`config.mk`:
```
export PLATFORM = sky130hd
export DESIGN_NAME = sram_arbiter_flat
export DESIGN_NICKNAME = d
export VERILOG_FILES = /design/src/rtl/arb_pkg.sv /design/src/rtl/sram_arbiter_if.sv /design/src/rtl/rr_picker.sv /design/src/rtl/sram_arbiter.sv /design/src/flat_wrapper.sv
export SDC_FILE = /design/constraint.sdc
export NUM_CORES = 1
export LEC_CHECK = 0
export CELL_PAD_IN_SITES_DETAIL_PLACEMENT = 0
export CELL_PAD_IN_SITES_GLOBAL_PLACEMENT = 2
export CORE_UTILIZATION = 17
export DETAILED_ROUTE_END_ITERATION = 8
export GPL_TIMING_DRIVEN = 0
export PLACE_DENSITY = 0.78
export SLEW_MARGIN = 20
export SYNTH_ARGS = -nofsm -noshare
export SYNTH_HDL_FRONTEND = slang
export SYNTH_SLANG_ARGS = --single-unit
```
`constraint.sdc`:
```
create_clock -name clk -period 2.5 [get_ports clk]
set_input_delay 0.375 -clock clk [delete_from_list [all_inputs] [get_ports clk]]
set_output_delay 0.375 -clock clk [all_outputs]
set_load 0.005 [all_outputs]
```
`src/rtl/arb_pkg.sv`:
```
// Shared encodings for the SRAM arbiter: FSM states, port indices, latched op and a
// port-index-to-one-hot helper.
package arb_pkg;

  typedef enum logic [1:0] {
    StIdle    = 2'd0,
    StBusy    = 2'd1,
    StRelease = 2'd2
  } arb_state_e;

  localparam logic P_IFETCH = 1'b0;
  localparam logic P_DATA   = 1'b1;

  typedef enum logic {
    OP_RD = 1'b0,
    OP_WR = 1'b1
  } arb_op_e;

  function automatic logic [1:0] port_onehot(logic idx);
    return idx ? 2'b10 : 2'b01;
  endfunction

endpackage

```
`src/rtl/sram_arbiter_if.sv`:
```
// Bundle of requester-side and SRAM-side signals around the arbiter.
// The arbiter uses the slave modport; whoever drives requests and the SRAM uses master.
interface sram_arbiter_if;

  logic [1:0]  req_r_en;
  logic [1:0]  req_w_en;
  logic [31:0] req0_addr;
  logic [31:0] req1_addr;
  logic [31:0] req0_wdata;
  logic [31:0] req1_wdata;
  logic [1:0]  req_ready;
  logic [63:0] req_rdata;
  logic [31:0] sram_addr;
  logic [31:0] sram_wdata;
  logic        sram_r_en;
  logic        sram_w_en;
  logic [63:0] sram_rdata;
  logic        sram_ready;
  logic [1:0]  grant;
  logic        timeout_err;

  modport slave (
    input  req_r_en, req_w_en, req0_addr, req1_addr, req0_wdata, req1_wdata,
    input  sram_rdata, sram_ready,
    output req_ready, req_rdata, sram_addr, sram_wdata, sram_r_en, sram_w_en,
    output grant, timeout_err
  );

  modport master (
    output req_r_en, req_w_en, req0_addr, req1_addr, req0_wdata, req1_wdata,
    output sram_rdata, sram_ready,
    input  req_ready, req_rdata, sram_addr, sram_wdata, sram_r_en, sram_w_en,
    input  grant, timeout_err
  );

endinterface

```
`src/rtl/rr_picker.sv`:
```
// Two-port winner selection: fixed priority to the data port, or round-robin that
// favours the port which did not win last time.
module rr_picker
  import arb_pkg::*;
#(
  parameter bit FixedPrio = 1'b0
) (
  input  logic [1:0] req_i,
  input  logic       last_grant_i,
  output logic       winner_o,
  output logic       valid_o
);

  always_comb begin
    valid_o  = |req_i;
    winner_o = P_IFETCH;
    case (req_i)
      2'b01:   winner_o = P_IFETCH;
      2'b10:   winner_o = P_DATA;
      2'b11:   winner_o = FixedPrio ? P_DATA : ~last_grant_i;
      default: winner_o = P_IFETCH;
    endcase
  end

endmodule

```
`src/rtl/sram_arbiter.sv`:
```
// Shares one SRAM controller between the instruction-fetch and data ports: picks a
// winner, latches its request, runs one transaction with a watchdog, returns the result.
module sram_arbiter
  import arb_pkg::*;
#(
  parameter int unsigned FIXED_PRIO = 0,
  parameter int unsigned TIMEOUT    = 1023
) (
  input logic           clk,
  input logic           rst,
  sram_arbiter_if.slave bus
);

  localparam logic [9:0] CntLast = 10'(TIMEOUT - 1);

  arb_state_e  state_q;
  logic        owner_q;
  logic        last_q;
  arb_op_e     op_q;
  logic [31:0] addr_q;
  logic [31:0] wdata_q;
  logic [9:0]  cnt_q;
  logic        err_q;

  logic [1:0] req;
  logic       pick;
  logic       pick_valid;
  logic       in_busy;
  logic       done;
  logic       tmo_hit;

  assign req = bus.req_r_en | bus.req_w_en;

  rr_picker #(
    .FixedPrio (FIXED_PRIO != 0)
  ) u_picker (
    .req_i        (req),
    .last_grant_i (last_q),
    .winner_o     (pick),
    .valid_o      (pick_valid)
  );

  // cnt_q counts completed BUSY cycles, so CntLast marks the TIMEOUT-th one.
  assign in_busy = (state_q == StBusy);
  assign done    = in_busy && (bus.sram_ready || (cnt_q == CntLast));
  assign tmo_hit = done && !bus.sram_ready;

  always_ff @(posedge clk or negedge rst) begin
    if (!rst) begin
      state_q <= StIdle;
      owner_q <= P_IFETCH;
      last_q  <= P_DATA;
      op_q    <= OP_RD;
      addr_q  <= '0;
      wdata_q <= '0;
      cnt_q   <= '0;
      err_q   <= 1'b0;
    end else begin
      case (state_q)
        StIdle, StRelease: begin
          if (pick_valid) begin
            state_q <= StBusy;
            owner_q <= pick;
            op_q    <= bus.req_w_en[pick] ? OP_WR : OP_RD;
            addr_q  <= pick ? bus.req1_addr : bus.req0_addr;
            wdata_q <= pick ? bus.req1_wdata : bus.req0_wdata;
            cnt_q   <= '0;
          end else begin
            state_q <= StIdle;
          end
        end
        StBusy: begin
          if (done) begin
            state_q <= StRelease;
            last_q  <= owner_q;
            if (tmo_hit) err_q <= 1'b1;
          end else begin
            cnt_q <= cnt_q + 10'd1;
          end
        end
        default: state_q <= StIdle;
      endcase
    end
  end

  assign bus.sram_r_en   = in_busy && (op_q == OP_RD);
  assign bus.sram_w_en   = in_busy && (op_q == OP_WR);
  assign bus.sram_addr   = addr_q;
  assign bus.sram_wdata  = wdata_q;
  assign bus.grant       = in_busy ? port_onehot(owner_q) : 2'b00;
  assign bus.req_ready   = done ? port_onehot(owner_q) : 2'b00;
  assign bus.req_rdata   = (in_busy && bus.sram_ready && (op_q == OP_RD)) ? bus.sram_rdata : '0;
  assign bus.timeout_err = err_q;

endmodule

```
`src/flat_wrapper.sv`:
```
// flat-port wrapper written by rule: the top's interface ports become plain ports
module sram_arbiter_flat import arb_pkg::*;
#(
  parameter int unsigned FIXED_PRIO = 0,
  parameter int unsigned TIMEOUT    = 1023
)
  (clk, rst, bus_req_r_en, bus_req_w_en, bus_req0_addr, bus_req1_addr, bus_req0_wdata, bus_req1_wdata, bus_sram_rdata, bus_sram_ready, bus_req_ready, bus_req_rdata, bus_sram_addr, bus_sram_wdata, bus_sram_r_en, bus_sram_w_en, bus_grant, bus_timeout_err);
  sram_arbiter_if bus_i ();
  input logic clk;
  input logic rst;
  input wire logic [$bits(bus_i.req_r_en)-1:0] bus_req_r_en;
  input wire logic [$bits(bus_i.req_w_en)-1:0] bus_req_w_en;
  input wire logic [$bits(bus_i.req0_addr)-1:0] bus_req0_addr;
  input wire logic [$bits(bus_i.req1_addr)-1:0] bus_req1_addr;
  input wire logic [$bits(bus_i.req0_wdata)-1:0] bus_req0_wdata;
  input wire logic [$bits(bus_i.req1_wdata)-1:0] bus_req1_wdata;
  input wire logic [$bits(bus_i.sram_rdata)-1:0] bus_sram_rdata;
  input wire logic [$bits(bus_i.sram_ready)-1:0] bus_sram_ready;
  output wire logic [$bits(bus_i.req_ready)-1:0] bus_req_ready;
  output wire logic [$bits(bus_i.req_rdata)-1:0] bus_req_rdata;
  output wire logic [$bits(bus_i.sram_addr)-1:0] bus_sram_addr;
  output wire logic [$bits(bus_i.sram_wdata)-1:0] bus_sram_wdata;
  output wire logic [$bits(bus_i.sram_r_en)-1:0] bus_sram_r_en;
  output wire logic [$bits(bus_i.sram_w_en)-1:0] bus_sram_w_en;
  output wire logic [$bits(bus_i.grant)-1:0] bus_grant;
  output wire logic [$bits(bus_i.timeout_err)-1:0] bus_timeout_err;
  assign bus_i.req_r_en = bus_req_r_en;
  assign bus_i.req_w_en = bus_req_w_en;
  assign bus_i.req0_addr = bus_req0_addr;
  assign bus_i.req1_addr = bus_req1_addr;
  assign bus_i.req0_wdata = bus_req0_wdata;
  assign bus_i.req1_wdata = bus_req1_wdata;
  assign bus_i.sram_rdata = bus_sram_rdata;
  assign bus_i.sram_ready = bus_sram_ready;
  assign bus_req_ready = bus_i.req_ready;
  assign bus_req_rdata = bus_i.req_rdata;
  assign bus_sram_addr = bus_i.sram_addr;
  assign bus_sram_wdata = bus_i.sram_wdata;
  assign bus_sram_r_en = bus_i.sram_r_en;
  assign bus_sram_w_en = bus_i.sram_w_en;
  assign bus_grant = bus_i.grant;
  assign bus_timeout_err = bus_i.timeout_err;
  sram_arbiter #(.FIXED_PRIO(FIXED_PRIO), .TIMEOUT(TIMEOUT)) u_core (.clk(clk), .rst(rst), .bus(bus_i));
endmodule
```
==> results.md, run 1 <==
* Dpl hpwl at 13700 um
* Vias in the first global route at 4685
* Worst Path Class, Setup: register to output port
* Worst path slowest cell: clkdlybuf4s50_1
* # fillers at 2567
* CP max FO at 10
* Via Count at 4571
* Crit. path cell count at 7
* Fraction of layout cells with a size suffix above 1 at 0.0763
* Later-pin clock latency in the skew report at 340 ps
* Slew @ Worst Pin at 602 ps
* FF-to-FF path depth at 4
* Ports at 334
* H-tree depth at 3
* Fin nets at 995
* Site Rows at 57
* TNS Setup at 0 ps
* RR Endpoint: u_core.bus.sram_addr[23]$_DFFE_PN0P_
* Critical path buffers and inverters at 4
* Unrepaired setup endpoints after global routing: yes
* Sequential area share after synthesis at 0.473
* Crit path largest cell delay at 500 ps
* Req. time, crit path at 2120 ps
* Drt via density at 4.07
* Syn_nets at 644
* Die X-Extent at 160 um
* Leading area contributor after synthesis: dfrtp_1
* Nature of the critical path endpoint: output port
* Worst hold path class: register to register
* DRC viols at 0
* Area Overhead vs Synth at 100%
* Most used standard cell by instance count after synthesis: dfrtp_1
* I/O Buffers at 333
* Synth top area share at 0.467
* Routed WL at 17600 um
* Max-cap violations at 0
* FF-to-FF setup slack at 480 ps
* Avg Inst Size Synth at 9.55 um2
* CTS tree: yes
* Core ar. at 0.0244 mm2
* Fraction of the cycle the final worst path needs at 0.971
* Die area at 0.0255 mm2
* EDFF count, synth at 0
* Pin count of the biggest net entering global routing at 49
* CP arrival at 2050 ps
* Post-synthesis cell count at 443
* Synth Flop Type: dfrtp_1
* Tot Pwr at 7.47 mW
* Register clock-pin slew on the reported worst setup and hold paths at 60 ps
* CTS Buffer Depth at 2
* Worst reg2reg path startpoint: u_core.state_q[0]$_DFFE_PN0P_
* Final non-filler cell total at 1123
* Final Max Tran Viols at 0
* Iter 0 DRT Violations at 233
* Antenna diodes at 0
* Critical path startpoint: u_core.state_q[1]$_DFFE_PN0P_
* Initial Util at 0.174
* Flop and latch count out of synthesis at 80
* Clk sinks at 80
* Async set-or-reset flop fraction in the synthesized netlist at 1.00
* Maximum VDD drop at 0.337 mV
* Synth top cells by count: 79 x dfrtp_1, 72 x nor2_1, 66 x a21oi_1, 66 x and3_1, 65 x mux2i_1
* DR pass1 iterations at 4
* Synth warn at 0
* Most common cell on crit path: buf_6
* Crit path max-delay family: buffers and inverters
* Setup-failing EPs final at 0
* Fmax at 0.412 GHz
* Netlist Area Pre-Place at 0.00423 mm2
* Outcome: completed
* CP Launch Type: register
* P_leak at 4.15 nW
* Synth cell types at 34
* First-pass GRT wire length at 27200 um
* Synth area leaders: dfrtp_1 47%, mux2i_1 15%, and3_1 9.8%
* Total GRT Usage at 0.137
* CTS root buffer: clkbuf_16
* Antenna Nets Post-Route at 0
* GPL Wtd Cong at 0.787
* Slew margin rel. at 0.598
* Fin crit period at 2430 ps
* PD cells at 881 mW/mm2
* Crit-path cells: nand2b_1, buf_6, nor2_4, buf_6, clkbuf_8, and3_1, clkdlybuf4s50_1
* Final Skew at 8.30 ps
* Total gr overflow at 0
* DR WL/cell at 15.7 um
* Hold Fails Final Rpt at 0
* Initial antenna violation count at 0
* Placed insts at 1101
* Setup crit end: bus_req_rdata[52]
* Die height at 160 um
* CTS buffer count at 9
[registers in the layout (all words and copies together) (netlist names)]
name and flops:
u_core.state_q 2, u_core.bus.sram_addr 32, u_core.bus.sram_wdata 32, u_core.op_q 1
u_core.last_q 1, u_core.bus.timeout_err 1, u_core.cnt_q 10, u_core.owner_q 1
[routing by layer]
layer	global-route usage	wire length (um)	share of wire
met4	0.0351	219	0.012
met2	0.236	8620	0.49
met1	0.165	7500	0.43
met5	0	0	0
met3	0.0439	1280	0.073
[logic make-up after synthesis]
kind of cell               Yosys count  synth area share
muxes                               67             0.159
DFF                                 80             0.473
buffers and inverters               42            0.0473
AOI/OAI and AO/OA                   91             0.124
adders and majority gates            2           0.00591
and+or+nand+nor                    161             0.191
[worst min path at each step]
stage,startpoint,endpoint,slack (ps),cells past startpoint
floorplan,rst,u_core.bus.sram_addr[0]$_DFFE_PN0P_,80,0
global placement,u_core.bus.timeout_err$_DFFE_PN0P_,u_core.bus.timeout_err$_DFFE_PN0P_,450,2
detailed placement,rst,u_core.bus.sram_wdata[5]$_DFFE_PN0P_,370,1
CTS,u_core.bus.timeout_err$_DFFE_PN0P_,u_core.bus.timeout_err$_DFFE_PN0P_,470,2
global route,u_core.bus.timeout_err$_DFFE_PN0P_,u_core.bus.timeout_err$_DFFE_PN0P_,510,2
finish,u_core.bus.timeout_err$_DFFE_PN0P_,u_core.bus.timeout_err$_DFFE_PN0P_,460,2
[cell type report]
| cell class | count | area, um2 | area share |
|---|---|---|---|
| Timing Repair Buffer | 340 | 3440 | 0.406 |
| Inverter | 5 | 18.8 | 0.00221 |
| Multi-Input combinational cell | 321 | 2050 | 0.242 |
| Buffer | 37 | 258 | 0.0304 |
| Sequential cell | 80 | 2000 | 0.236 |
| Clock inverter | 5 | 40.0 | 0.00472 |
| Clock buffer | 11 | 253 | 0.0298 |
| Tap cell | 324 | 405 | 0.0478 |
[power by group]
part           internal [mW]  total [mW]  switching (mW)
Sequential              1.88        2.22           0.340
Combinational           2.19        3.95            1.76
Clock                  0.735        1.30           0.568
Total                   4.80        7.47            2.67
[what timing repair did]
action	4_1_cts	5_1_grt
cloned	1	0
resized for setup	49	25
buffers inserted	1	3
pin swaps	1	1
setup endpoints to repair	67	49
hold endpoints to repair	4	0
hold buffers	1	0
[tightest hold or removal path, delay by kind of cell (launching register included)]
family | cells | cell delay [ps]
buffers and inverters | 1 | 40
AOI/OAI and AO/OA | 1 | 50
DFF | 1 | 340
[placed cells by master, fill, tap and decap left out, types with 10 or more instances in the layout]
master	count
and3_1	66
dlymetal6s2s_1	24
dlygate4sd2_1	15
a21oi_1	66
buf_4	10
buf_2	10
clkdlybuf4s50_1	293
dfrtp_1	78
nor2_1	71
mux2i_1	65
[metrics by stage]
stage	instance area (um2)	utilization	hold slack, ps	setup slack [ps]
3_3_place_gp	7970	0.327	448	-2220
2_1_floorplan	4230	-	79.4	753
5_1_grt	8480	0.348	507	-32.1
4_1_cts	8390	0.344	471	1.09
6_report	8480	0.348	465	73.3
3_5_place_dp	8000	0.328	367	-455
Note: power is estimated with default switching activity, not from simulation.
==> run 2, diff against run 1 <==
--- a/config.mk
+++ b/config.mk
@@ -10,7 +10,7 @@
 export CORE_UTILIZATION = 17
 export DETAILED_ROUTE_END_ITERATION = 8
 export GPL_TIMING_DRIVEN = 0
-export PLACE_DENSITY = 0.78
+export PLACE_DENSITY = 0.77
 export SLEW_MARGIN = 20
 export SYNTH_ARGS = -nofsm -noshare
 export SYNTH_HDL_FRONTEND = slang
==> run 2 against run 1 <==
Via count decreased by 0.48%. Register-to-register slack better by 90 ps. Total power up 0.40%. Final cell count down 0.36%. Design area is 0.44% lower. Critical path depth did not move. Combinational power shrank 2%. Clock-buffer cell count down 2. Maximum frequency decreased by 1.3%. Setup slack worse by 33 ps. Routed wire length fell by 0.44%. Largest cell class unchanged.
==> results.md, run 2 (synthesized netlist as in run 1, its figures left out) <==
* P_leak at 3.90 nW (was 4.15 nW)
* Initial Util at 0.174 (unchanged)
* Ports at 334 (unchanged)
* Slew margin rel. at 0.634 (was 0.598)
* Clk pwr share at 0.185 (was 0.174)
* Reg area at 0.00200 mm2 (unchanged)
* PD cells at 889 mW/mm2 (was 881 mW/mm2)
* Iter 0 DRT Violations at 172 (was 233)
* Register share of total power at 0.296 (was 0.297)
* CTS buffer count at 9 (unchanged)
* Antenna Nets Post-Route at 0 (unchanged)
* Hold Fails Final Rpt at 0 (unchanged)
* CTS root buffer: clkbuf_16 (unchanged)
* Die height at 160 um (unchanged)
* CP Launch Type: register (unchanged)
* Antenna diodes at 0 (unchanged)
* Sw Share at 0.357 (about the same)
* CTS tree: yes (unchanged)
* CP arrival at 2080 ps (was 2050 ps)
* Leading cell type in the layout, fill and taps excluded: clkdlybuf4s50_1 (unchanged)
* Worst hold path class: register to register (unchanged)
* Worst Path Class, Setup: register to output port (unchanged)
* Clk sinks at 80 (unchanged)
* Routed WL at 17500 um (was 17600 um)
* Slew @ Worst Pin at 550 ps (was 602 ps)
* Final Skew at 11.6 ps (was 8.30 ps)
* Die area at 0.0255 mm2 (unchanged)
* Fmax at 0.407 GHz (was 0.412 GHz)
* CTS Buffer Depth at 2 (unchanged)
* I/O Buffers at 333 (unchanged)
* Post-route cell area at 0.00844 mm2 (was 0.00848 mm2)
* Vias in the first global route at 4635 (was 4685)
* Later-pin clock latency in the skew report at 340 ps (about the same)
* Logic gate share of total power at 0.519 (was 0.529)
* DR WL/cell at 15.7 um (about the same)
* Fin crit period at 2460 ps (was 2430 ps)
* Die X-Extent at 160 um (unchanged)
* Total gr overflow at 0 (unchanged)
* Maximum VDD drop at 0.381 mV (was 0.337 mV)
* Register clock-pin slew on the reported worst setup and hold paths at 60 ps (about the same)
* Dpl hpwl at 13600 um (was 13700 um)
* Fin nets at 991 (was 995)
* # fillers at 2575 (was 2567)
* Crit path largest cell delay at 500 ps (about the same)
* Fraction of the cycle the final worst path needs at 0.984 (was 0.971)
* Req. time, crit path at 2120 ps (about the same)
* Fraction of layout cells with a size suffix above 1 at 0.0742 (was 0.0763)
* TNS Setup at 0 ps (unchanged)
* Total GRT Usage at 0.137 (about the same)
* First-pass GRT wire length at 27200 um (about the same)
* CP max FO at 10 (unchanged)
* Setup-failing EPs final at 0 (unchanged)
* Outcome: completed (unchanged)
* GPL Wtd Cong at 0.731 (was 0.787)
* Core ar. at 0.0244 mm2 (unchanged)
* Pin count of the biggest net entering global routing at 43 (was 49)
* H-tree depth at 3 (unchanged)
* Max-cap violations at 0 (unchanged)
* Site Rows at 57 (unchanged)
* Final Max Tran Viols at 0 (unchanged)
* DRC viols at 0 (unchanged)
* Via Count at 4549 (was 4571)
* P_int at 4.82 mW (was 4.80 mW)
* Initial antenna violation count at 0 (unchanged)
* Crit-path cells: nand2b_1, buf_6, nor2_4, buf_6, clkbuf_8, and3_1, clkdlybuf4s50_1 (unchanged)
* Drt via density at 4.07 (about the same)
* Hold Slack at 491 ps (was 465 ps)
* Multi-input logic area at 0.00206 mm2 (was 0.00205 mm2)
* Area Overhead vs Synth at 99.4% (was 100%)
* Net Switching at 2.68 mW (was 2.67 mW)
* Area post-placement at 0.00800 mm2 (about the same)
* DR pass1 iterations at 4 (unchanged)
* Most frequent cells in the layout: 313 x clkdlybuf4s50_1, 78 x dfrtp_1, 71 x nor2_1 (was 293 x clkdlybuf4s50_1, 78 x dfrtp_1, 71 x nor2_1)
* Nature of the critical path endpoint: output port (unchanged)
* Unrepaired setup endpoints after global routing: yes (unchanged)
* Worst path slowest cell: clkdlybuf4s50_1 (unchanged)
* Most common cell on crit path: buf_6 (unchanged)
-- run 2: changes by cell type in the layout (fill, tap and decap cells not counted), sizes merged --
cell | previous run | this run
clkdlybuf4s50 | 293 | 313
dlymetal6s2s | 24 | 14
clkbuf | 30 | 26
clkinv | 4 | 2
clkinvlp | 0 | 1
dlygate4sd2 | 15 | 5
buf | 25 | 23
bufinv | 0 | 1
inv | 6 | 8
-- run 2: worst paths after layout --
kind                                                     from                                     to  slack (ps)  depth (start not counted)
min                        u_core.bus.timeout_err$_DFFE_PN0P_     u_core.bus.timeout_err$_DFFE_PN0P_         490                          2
min reg2reg                u_core.bus.timeout_err$_DFFE_PN0P_     u_core.bus.timeout_err$_DFFE_PN0P_         490                          2
max reg2reg                         u_core.last_q$_DFFE_PN1P_  u_core.bus.sram_wdata[20]$_DFFE_PN0P_         570                          6
min in group asynchronous                                 rst  u_core.bus.sram_wdata[24]$_DFFE_PN0P_         520                          2
max                             u_core.state_q[1]$_DFFE_PN0P_                       bus_req_rdata[4]          40                          7
max in group asynchronous                                 rst              u_core.last_q$_DFFE_PN1P_        1350                          3
-- run 2: per-stage QoR --
| step | power, mW | utilization | setup slack (ps) | cells |
|---|---|---|---|---|
| 2_1_floorplan | 3.84 | - | 753 | 443 |
| 3_5_place_dp | 6.14 | 0.328 | -370 | 1101 |
| 4_1_cts | 7.65 | 0.344 | 1.02 | 1119 |
| 6_report | 7.50 | 0.346 | 40.6 | 1119 |
| 5_1_grt | 8.06 | 0.346 | -50.1 | 1119 |
| 3_3_place_gp | 6.13 | 0.327 | -2310 | 1100 |
-- run 2: routing by layer --
metal	GRT usage	vias to the layer above	part of all wire
met4	0.0390	0	0.014
met3	0.0395	14	0.066
met1	0.166	2109	0.42
li1	-	2268	-
met2	0.235	158	0.50
met5	0	-	0
-- run 2: layout make-up --
type | instances | share of cell area
repair buffers | 336 | 0.404
multi-input cells | 321 | 0.244
flip-flops and latches | 80 | 0.238
well taps | 324 | 0.0480
plain buffers | 37 | 0.0286
clock buffers | 9 | 0.0267
clock inverters | 7 | 0.00919
inverters | 5 | 0.00222
-- run 2: power by group through the flow --
stage / logic, mW / clock network [mW] / registers [mW]
final: 3.89 / 1.38 / 2.22
after global routing: 4.28 / 1.48 / 2.30
after CTS: 3.99 / 1.43 / 2.23
after detailed placement: 3.91 / 0 / 2.23
after global placement: 3.91 / 0 / 2.21
after floorplan: 1.60 / 0 / 2.24
-- run 2: timing repair --
action,CTS,global route
endpoints found under the hold margin,41,0
gates resized for setup,35,19
buffers inserted,1,0
setup endpoints to repair,65,45
hold buffers,1,0
gates cloned,0,0
-- run 2: critical path: cells and delay by family, from the launching register on --
kind / cells / cell delay [ps]
DFF: 1 / 370
buffers and inverters: 4 / 950
and+or+nand+nor: 3 / 420
==> run 3, diff against run 2 <==
--- a/config.mk
+++ b/config.mk
@@ -8,9 +8,11 @@
 export CELL_PAD_IN_SITES_DETAIL_PLACEMENT = 0
 export CELL_PAD_IN_SITES_GLOBAL_PLACEMENT = 2
 export CORE_UTILIZATION = 17
+export CTS_CLUSTER_SIZE = 16
 export DETAILED_ROUTE_END_ITERATION = 8
 export GPL_TIMING_DRIVEN = 0
 export PLACE_DENSITY = 0.77
+export SKIP_CTS_REPAIR_TIMING = 1
 export SLEW_MARGIN = 20
 export SYNTH_ARGS = -nofsm -noshare
 export SYNTH_HDL_FRONTEND = slang
==> run 3 against run 2 <==
Critical path depth did not move. Die area did not move. Combinational power rose by 1%. Global-route usage barely moved. Largest cell class unchanged. Non-clock buffer count rose by 3.
==> results.md, run 3 (synthesized netlist as in run 1, its figures left out) <==
* Nature of the critical path endpoint: output port (unchanged)
* PD cells at 887 mW/mm2 (was 889 mW/mm2)
* Final Skew at 11.4 ps (was 11.6 ps)
* Register clock-pin slew on the reported worst setup and hold paths at 60 ps (about the same)
* Antenna Nets Post-Route at 0 (unchanged)
* Via Count at 4581 (was 4549)
* Fraction of the cycle the final worst path needs at 0.965 (was 0.984)
* FF-to-FF path depth at 6 (unchanged)
* Clk sinks at 80 (unchanged)
* CTS Buffer Depth at 2 (unchanged)
* P_leak at 4.05 nW (was 3.90 nW)
* Iter 0 DRT Violations at 197 (was 172)
* Met1 Use GR at 0.165 (was 0.166)
* Routed WL at 17700 um (was 17500 um)
* Slew @ Worst Pin at 569 ps (was 550 ps)
* Later-pin clock latency in the skew report at 340 ps (about the same)
* Worst hold path class: register to register (unchanged)
* DR pass1 iterations at 4 (unchanged)
* Fmax at 0.414 GHz (was 0.407 GHz)
* Antenna diodes at 0 (unchanged)
* Outcome: completed (unchanged)
* Placed insts at 1101 (unchanged)
* Area Overhead vs Synth at 101% (was 99.4%)
* Drt via density at 4.08 (was 4.07)
* Most frequent cells in the layout: 309 x clkdlybuf4s50_1, 78 x dfrtp_1, 71 x nor2_1 (was 313 x clkdlybuf4s50_1, 78 x dfrtp_1, 71 x nor2_1)
* Final Max Tran Viols at 0 (unchanged)
* DP Worst Slack at -370 ps (unchanged)
* First-pass GRT wire length at 27100 um (was 27200 um)
* Dpl hpwl at 13600 um (unchanged)
* Die height at 160 um (unchanged)
* CP Launch Type: register (unchanged)
* DRC viols at 0 (unchanged)
* Leading cell type in the layout, fill and taps excluded: clkdlybuf4s50_1 (unchanged)
* Die X-Extent at 160 um (unchanged)
* Tot Pwr at 7.54 mW (was 7.50 mW)
* GRT met2 Usage at 0.234 (was 0.235)
* Final non-filler cell total at 1122 (was 1119)
* DR WL/cell at 15.7 um (about the same)
* Met3 Track Usage GR at 0.0392 (was 0.0395)
* Hold Slack at 491 ps (about the same)
* Hold Fails Final Rpt at 0 (unchanged)
* Worst Path Class, Setup: register to output port (unchanged)
* Fin crit period at 2410 ps (was 2460 ps)
* H-tree depth at 3 (unchanged)
* CTS tree: yes (unchanged)
* CP max FO at 10 (unchanged)
* Site Rows at 57 (unchanged)
* Pin count of the biggest net entering global routing at 43 (unchanged)
* Unrepaired setup endpoints after global routing: no (was yes)
* CTS buffer count at 9 (unchanged)
* Die area at 0.0255 mm2 (unchanged)
* Core ar. at 0.0244 mm2 (unchanged)
* Total GRT Usage at 0.136 (was 0.137)
* Max-cap violations at 0 (unchanged)
* Vias in the first global route at 4620 (was 4635)
* Slew margin rel. at 0.621 (was 0.634)
* Maximum VDD drop at 0.381 mV (about the same)
* I/O Buffers at 333 (unchanged)
* Gr busiest metal: met2 (unchanged)
* CTS root buffer: clkbuf_16 (unchanged)
* Setup-failing EPs final at 0 (unchanged)
* Final setup margin at 86.8 ps (was 40.6 ps)
* # fillers at 2579 (was 2575)
* GPL Wtd Cong at 0.731 (unchanged)
* Total gr overflow at 0 (unchanged)
* Fraction of layout cells with a size suffix above 1 at 0.0789 (was 0.0742)
* Initial Util at 0.174 (unchanged)
* Util after Layout at 0.348 (was 0.346)
* WHS Path Cells at 2 (unchanged)
* CP arrival at 2040 ps (was 2080 ps)
* Initial antenna violation count at 0 (unchanged)
* Ports at 334 (unchanged)
* Fin nets at 994 (was 991)
* Req. time, crit path at 2120 ps (about the same)
==> run 3: where the power goes <==
group          internal [mW]  switching, mW
Combinational           2.19           1.75
Clock                  0.786          0.596
Sequential              1.88          0.345
==> run 3: final timing paths <==
check | end | start | slack [ps]
max in group asynchronous | u_core.last_q$_DFFE_PN1P_ | rst | 1350
worst min-delay path | u_core.bus.timeout_err$_DFFE_PN0P_ | u_core.bus.timeout_err$_DFFE_PN0P_ | 490
min in group asynchronous | u_core.bus.sram_wdata[24]$_DFFE_PN0P_ | rst | 520
worst min register to register | u_core.bus.timeout_err$_DFFE_PN0P_ | u_core.bus.timeout_err$_DFFE_PN0P_ | 490
worst max-delay path | bus_req_rdata[28] | u_core.state_q[1]$_DFFE_PN0P_ | 90
worst max register to register | u_core.bus.sram_wdata[20]$_DFFE_PN0P_ | u_core.last_q$_DFFE_PN1P_ | 550
==> run 3: metal layers <==
layer / wire length [um] / part of all wire
met5: 0 / 0
met4: 247 / 0.014
met3: 1180 / 0.067
met2: 8750 / 0.50
met1: 7500 / 0.42
==> run 3: stage by stage <==
step	cell area (um2)	setup TNS, ps
final	8500	0
after global routing	8500	0
after CTS	8300	-20120
after detailed placement	8000	-15580
after global placement	7970	-196900
after floorplan	4230	0
==> run 3: critical path, stage by stage, from the launching register on <==
cell,delay [ps]
dfrtp_1,370
nand2b_1,150
buf_6,120
nor2_4,100
buf_6,150
buf_6,130
and3_1,160
clkdlybuf4s50_1,520
==> run 3: layout make-up <==
type / instances / area [um2] / area share
well taps: 324 / 405 / 0.0477
clock inverters: 7 / 77.6 / 0.00913
inverters: 5 / 18.8 / 0.00221
flip-flops and latches: 80 / 2000 / 0.236
clock buffers: 9 / 225 / 0.0265
multi-input cells: 321 / 2060 / 0.243
plain buffers: 37 / 243 / 0.0286
repair buffers: 339 / 3460 / 0.407
